$ cat src/rtl/trng_sampler.sv
// trng_sampler: synchronizes ring-oscillator outputs, XOR-folds them to one raw bit
// per sample tick, optionally von Neumann debiases, and packs bits into words.
// Ports: clk/rst_n (async active-low), raw_in async ring outputs, en sampling enable,
// vn_bypass skip debiasing, sample_div tick period-1, rnd_data/rnd_valid/rnd_ready
// one-deep output handshake, drop_cnt saturating count of backpressure losses,
// health_fail sticky repetition-count failure.
module trng_sampler #(
  parameter int N_RINGS     = 8,
  parameter int SYNC_STAGES = 2,
  parameter int DIV_WIDTH   = 8,
  parameter int OUT_WIDTH   = 8,
  parameter int REP_LIMIT   = 32
) (
  input  logic                 clk,
  input  logic                 rst_n,
  input  logic [N_RINGS-1:0]   raw_in,
  input  logic                 en,
  input  logic                 vn_bypass,
  input  logic [DIV_WIDTH-1:0] sample_div,
  output logic [OUT_WIDTH-1:0] rnd_data,
  output logic                 rnd_valid,
  input  logic                 rnd_ready,
  output logic [7:0]           drop_cnt,
  output logic                 health_fail
);
  localparam int BW = OUT_WIDTH > 1 ? $clog2(OUT_WIDTH) : 1;
  localparam int RW = $clog2(REP_LIMIT + 1);
  typedef enum logic {FIRST, SECOND} state_t;
  logic [N_RINGS-1:0]   sync_q [SYNC_STAGES];
  logic [DIV_WIDTH-1:0] div_q;
  state_t               state_q, state_d;
  logic                 first_q;
  logic [OUT_WIDTH-1:0] shreg;
  logic [BW-1:0]        bcnt;
  logic [RW-1:0]        rep_q;
  logic                 last_q;
  logic                 b, tick, emit, ebit, last_bit, done, same, load, drop;
  logic [OUT_WIDTH-1:0] word;
  assign b    = ^sync_q[SYNC_STAGES-1];
  assign tick = en && div_q == '0;
  assign same = b == last_q;
  always_ff @(posedge clk or negedge rst_n) begin
    if (!rst_n) begin
      sync_q <= '{default: '0};
    end else begin
      sync_q[0] <= raw_in;
      for (int i = 1; i < SYNC_STAGES; i++) sync_q[i] <= sync_q[i-1];
    end
  end
  // Counter preloads sample_div while disabled so the first tick after enable
  // lands sample_div+1 clocks later.
  always_ff @(posedge clk or negedge rst_n) begin
    if (!rst_n) div_q <= '0;
    else        div_q <= (!en || tick) ? sample_div : div_q - 1'b1;
  end
  always_ff @(posedge clk or negedge rst_n) begin
    if (!rst_n) state_q <= FIRST;
    else        state_q <= state_d;
  end
  always_comb begin
    state_d = !tick ? state_q : (vn_bypass || state_q == SECOND) ? FIRST : SECOND;
  end
  always_comb begin
    emit = tick && (vn_bypass || (state_q == SECOND && first_q != b));
    ebit = vn_bypass ? b : first_q;
  end
  always_ff @(posedge clk or negedge rst_n) begin
    if (!rst_n)                                     first_q <= 1'b0;
    else if (tick && state_q == FIRST && !vn_bypass) first_q <= b;
  end
  assign last_bit = bcnt == BW'(OUT_WIDTH - 1);
  assign done     = emit && last_bit;
  assign word     = {ebit, shreg[OUT_WIDTH-1:1]};
  always_ff @(posedge clk or negedge rst_n) begin
    if (!rst_n) begin
      shreg <= '0;
      bcnt  <= '0;
    end else if (emit) begin
      shreg <= word;
      bcnt  <= last_bit ? '0 : bcnt + 1'b1;
    end
  end
  // A failed health test silently discards words; only backpressure counts as a drop.
  assign load = done && !health_fail && (!rnd_valid || rnd_ready);
  assign drop = done && !health_fail && rnd_valid && !rnd_ready;
  always_ff @(posedge clk or negedge rst_n) begin
    if (!rst_n) begin
      rnd_data  <= '0;
      rnd_valid <= 1'b0;
      drop_cnt  <= '0;
    end else begin
      if (load) rnd_data <= word;
      rnd_valid <= load || (rnd_valid && !rnd_ready);
      drop_cnt  <= drop_cnt + {7'b0, drop && drop_cnt != 8'hFF};
    end
  end
  // Run length saturates at REP_LIMIT so it cannot wrap after a failure.
  always_ff @(posedge clk or negedge rst_n) begin
    if (!rst_n) begin
      rep_q       <= '0;
      last_q      <= 1'b0;
      health_fail <= 1'b0;
    end else if (tick) begin
      last_q      <= b;
      rep_q       <= !same ? RW'(1) : rep_q == RW'(REP_LIMIT) ? rep_q : rep_q + 1'b1;
      health_fail <= health_fail || (same && rep_q == RW'(REP_LIMIT - 1));
    end
  end
endmodule

$ cat config.mk
export PLATFORM = sky130hd
export DESIGN_NAME = trng_sampler
export DESIGN_NICKNAME = d
export VERILOG_FILES = /design/src/rtl/trng_sampler.sv
export SDC_FILE = /design/constraint.sdc
export NUM_CORES = 1
export LEC_CHECK = 0
export ABC_AREA = 1
export BUFFER_PORTS_ARGS = -buffer_cell sky130_fd_sc_hd__buf_2
export CORE_ASPECT_RATIO = 1.75
export CORE_MARGIN = 3
export CORE_UTILIZATION = 45
export DETAILED_ROUTE_END_ITERATION = 6
export GPL_TIMING_DRIVEN = 1
export PLACE_DENSITY_LB_ADDON = 0.08
export SLEW_MARGIN = 25
export SYNTH_ARGS = -nofsm -noshare
export SYNTH_HDL_FRONTEND = slang
export SYNTH_SLANG_ARGS = --single-unit
$ cat constraint.sdc
create_clock -name clk -period 4.95 [get_ports clk]
set_clock_uncertainty 0.15 [all_clocks]
set_input_delay 0.99 -clock clk [delete_from_list [all_inputs] [get_ports clk]]
set_output_delay 0.99 -clock clk [all_outputs]
set_load 0.03 [all_outputs]
==> key figures <==
Yosys
  • Post-Synth Simple-Gate Area: 23.4%
  • Post-synthesis mux area share: 0%
  • Total of warnings raised by yosys: 0
  • Syn Nets: 329
  • Largest family of logic cells by synthesized area: simple AND/OR/NAND/NOR gates
  • Register area share after synthesis: 56.1%
  • Yosys reg bits: 61
  • Post-synthesis cell area: roughly 2700 um2
  • Mapped Cells: 300
  • Post-synth cell types: 27
  • Syn Area/Cell: 9.07 um2
  • Synth Area in XOR/XNOR: under 10%
  • Adder-Cell Fraction of Synth Area: 3.68%
  • Synth Area in Compound Gates: 5.61%

Critical path
  • Slowest stage cell, crit path: dfrtp_1
  • Worst setup EP type: flip-flop
  • Crit start category: flip-flop
  • Critical R2R Launch: div_q[0]$_DFF_PN0_
  • Stages on worst setup path: 15
  • Crit Path Max Fanout: 18
  • Worst EP arrival: 2.79 ns
  • Worst Path Buf+Inv: 2
  • CP most frequent cell: nand2_1
  • FF-to-FF setup slack: 2.22 ns
  • CP delay by family, top: simple AND/OR/NAND/NOR gates
  • RR Endpoint: drop_cnt[7]$_DFF_PN0_
  • Required time worst endpoint: 5.01 ns
  • Critical path class: flip-flop to flip-flop
  • Worst R2R Path Depth: 15
  • Crit path cell chain: inv_1 -> ha_1 -> nand2_1 -> nor2_2 -> nand2_1 -> clkinv_1 -> o21ai_2 -> a21oi_4 -> nand2_1 -> nor2_1 -> ha_1 -> nand3_1 -> nor2_1 -> nand3_1 -> xnor2_1
  • Worst path max stage delay: 0.37 ns

Global routing
  • Vias in the first global route: 1977
  • Largest net degree at the start of global routing: 62
  • Total GRT Usage: 15.8%
  • GR Overflow Total: 0
  • Initial antenna violation count: 0
  • Global-route wire length before repair: around 8.5 mm

Clock network
  • Root buf cell: clkbuf_8
  • H-tree depth: 3
  • Hold-fix buffers at CTS: 0
  • Clock slew at reported path FFs: roughly 0.070 ns
  • Setup bufs post-CTS: 0
  • CTS resizes: 0
  • Clock tree buffer depth: 2
  • CTS buffer count: 9
  • CTS tree: done
  • Worst-Skew Late Latency: 0.33 ns
  • Sink Count: approximately 60

STA
  • Unrepaired setup endpoints after global routing: no
  • Endpoints failing setup: 0
  • Fin Setup TNS: 0 ns
  • Worst Tran Pin Value: 0.751 ns
  • Final Hold Vio Count: 0
  • Highest clock rate: 0.367 GHz
  • Final period util: 55.1%
  • Slew HR: 49.9%
  • Fin. max-slew vios: 0
  • Minimum clock period: between 2 and 3 ns

Place
  • Buffers added on ports: 38
  • Routability congestion estimate: 0.819
  • HPWL after DPL: 3.62 mm

Power
  • PwrDens: 356 nW/um2
  • Part of the power in registers: 53.4%
  • P_sw: between 300 and 400 uW
  • Pwr Total: 1120 uW
  • Peak VDD IR: 0.000184 V
  • Power share of the combinational group: between 10% and 20%
  • Internal power: 798 uW
  • Clock Power Share: 32.2%
  • Lkg Pwr: 0.00172 uW
  • Switch share: 29.0%

Routing
  • WL/cell: 11.5 um
  • DRC violations left: 0
  • Routed Antenna Nets: 0
  • Final WL: approximately 4.9 mm
  • Vias/cell: 4.75
  • Initial DRC count: 85
  • Vias: roughly 2000
  • Drt pass-1 iters: 4

Run status
  • Status: finished clean

Floorplanning
  • Cell row count: 36
  • Io pins: 39
  • Starting Density: between 40% and 50%
  • CORE AREA: 5720 um2
  • Die width: 64.8 um
  • Die Area: 7050 um2
  • Die Height: 109 um

Hold path
  • WHS Endpoint: sync_q[5]$_DFF_PN0_
  • HP Start: sync_q[13]$_DFF_PN0_
  • WHS Path Cells: 0
  • HP Class: flip-flop to flip-flop

Final layout
  • Synth-to-Final Area Change: 15.9%
  • Number of fill cells: roughly 570
  • Fin nets: 376
  • # diodes: 0
  • Share of cells above drive strength 1: 19.6%

Run
  • Max cap viols: 0
per-layer routing:
layer	track usage (%)	routed length [um]	vias up
li1	-	-	1038
met1	17.7	2060	953
met2	26.9	2520	34
met3	4.85	219	8
met4	7.72	97	0
met5	0	0	-
stage by stage:
step	utilization, %	worst slack, ns	hold slack, ns	area, um2	cells
floorplan	-	2.39	0.181	2720	300
global placement	52.3	2.00	0.181	2990	412
detailed placement	52.3	1.94	0.186	2990	412
CTS	55.1	2.18	0.201	3150	428
global route	55.1	1.87	0.206	3150	428
finish	55.1	2.22	0.198	3150	428
area by class of cell:
type                    count  area [um2]  area share, %
clock buffers              11         131           4.17
multi-input cells         200        1040           33.0
inverters                  36         135           4.29
repair buffers             39         198           6.27
flip-flops and latches     61        1530           48.4
clock inverters             5        27.5          0.873
well taps                  76        95.1           3.02
worst register-to-register path, stage by stage, from the launching register on:
cell      delay [ns]
dfrtp_1         0.37
inv_1           0.11
ha_1            0.17
nand2_1         0.06
nor2_2          0.12
nand2_1         0.08
clkinv_1        0.13
o21ai_2         0.10
a21oi_4         0.35
nand2_1         0.12
nor2_1          0.12
ha_1            0.18
nand3_1         0.12
nor2_1          0.17
nand3_1         0.11
xnor2_1         0.14
cells in the final DEF, fill, tap and decap left out, types with 2 or more instances in the layout:
| master | Yosys | routed |
|---|---|---|
| nand2_1 | 95 | 95 |
| dfrtp_1 | 61 | 61 |
| buf_2 | 1 | 38 |
| inv_1 | 32 | 32 |
| o21ai_0 | 19 | 19 |
| nor2_1 | 18 | 18 |
| xor2_1 | 11 | 11 |
| nand4_1 | 10 | 10 |
| nand3_1 | 9 | 9 |
| clkbuf_8 | 0 | 9 |
| ha_1 | 8 | 8 |
| xnor2_1 | 6 | 6 |
| nand2_2 | 5 | 5 |
| nor2_2 | 4 | 4 |
| nor3_1 | 4 | 4 |
| clkinv_2 | 0 | 4 |
| a21oi_1 | 2 | 2 |
| inv_2 | 2 | 2 |
| clkinv_1 | 2 | 2 |
| nor4_1 | 2 | 2 |
| clkbuf_1 | 1 | 2 |
registers in the layout, indices dropped and copies added, names as in the netlist, 3 cells and up:
| register | count |
|---|---|
| shreg | 7 |
| sync_q | 16 |
| rnd_data | 8 |
| bcnt | 3 |
| rep_q | 6 |
| div_q | 8 |
| drop_cnt | 8 |
logic make-up after synthesis:
group / count (synthesis)
xor+xnor: 17
simple gates: 149
buf+inv: 39
fa+ha+maj: 8
flops: 61
compound gates: 26
power by group through the flow:
stage | clock network (uW) | registers [uW] | logic (uW)
floorplan | 0 | 597 | 123
global placement | 0 | 606 | 163
detailed placement | 0 | 609 | 165
CTS | 377 | 600 | 166
global route | 397 | 607 | 190
finish | 362 | 600 | 162
synth_stat cells, drive strengths merged:
library cell  count  share of area (%)
ha                8                3.7
nor3              4               0.74
buf               2               0.60
nand3             9                1.7
a31oi             1               0.23
a31o              1               0.32
or2               1               0.23
nor4              2               0.46
xnor2             6                1.9
nor2             22                3.4
nand2           101                 15
dfrtp            61                 56
nand4            10                2.3
xor2             11                3.5
o31ai             1               0.28
o21ai            20                3.8
clkbuf            1               0.14
inv              34                4.7
clkinv            2               0.28
a21oi             3               0.97
worst max path at each step:
stage	from	slack, ns	endpoint
after global routing	div_q[0]$_DFF_PN0_	1.87	drop_cnt[7]$_DFF_PN0_
after detailed placement	en	1.94	drop_cnt[7]$_DFF_PN0_
after floorplan	en	2.39	drop_cnt[7]$_DFF_PN0_
final	div_q[0]$_DFF_PN0_	2.22	drop_cnt[7]$_DFF_PN0_
after CTS	div_q[0]$_DFF_PN0_	2.18	drop_cnt[7]$_DFF_PN0_
after global placement	en	2.00	drop_cnt[7]$_DFF_PN0_
Note: power is estimated with default switching activity, not from simulation.
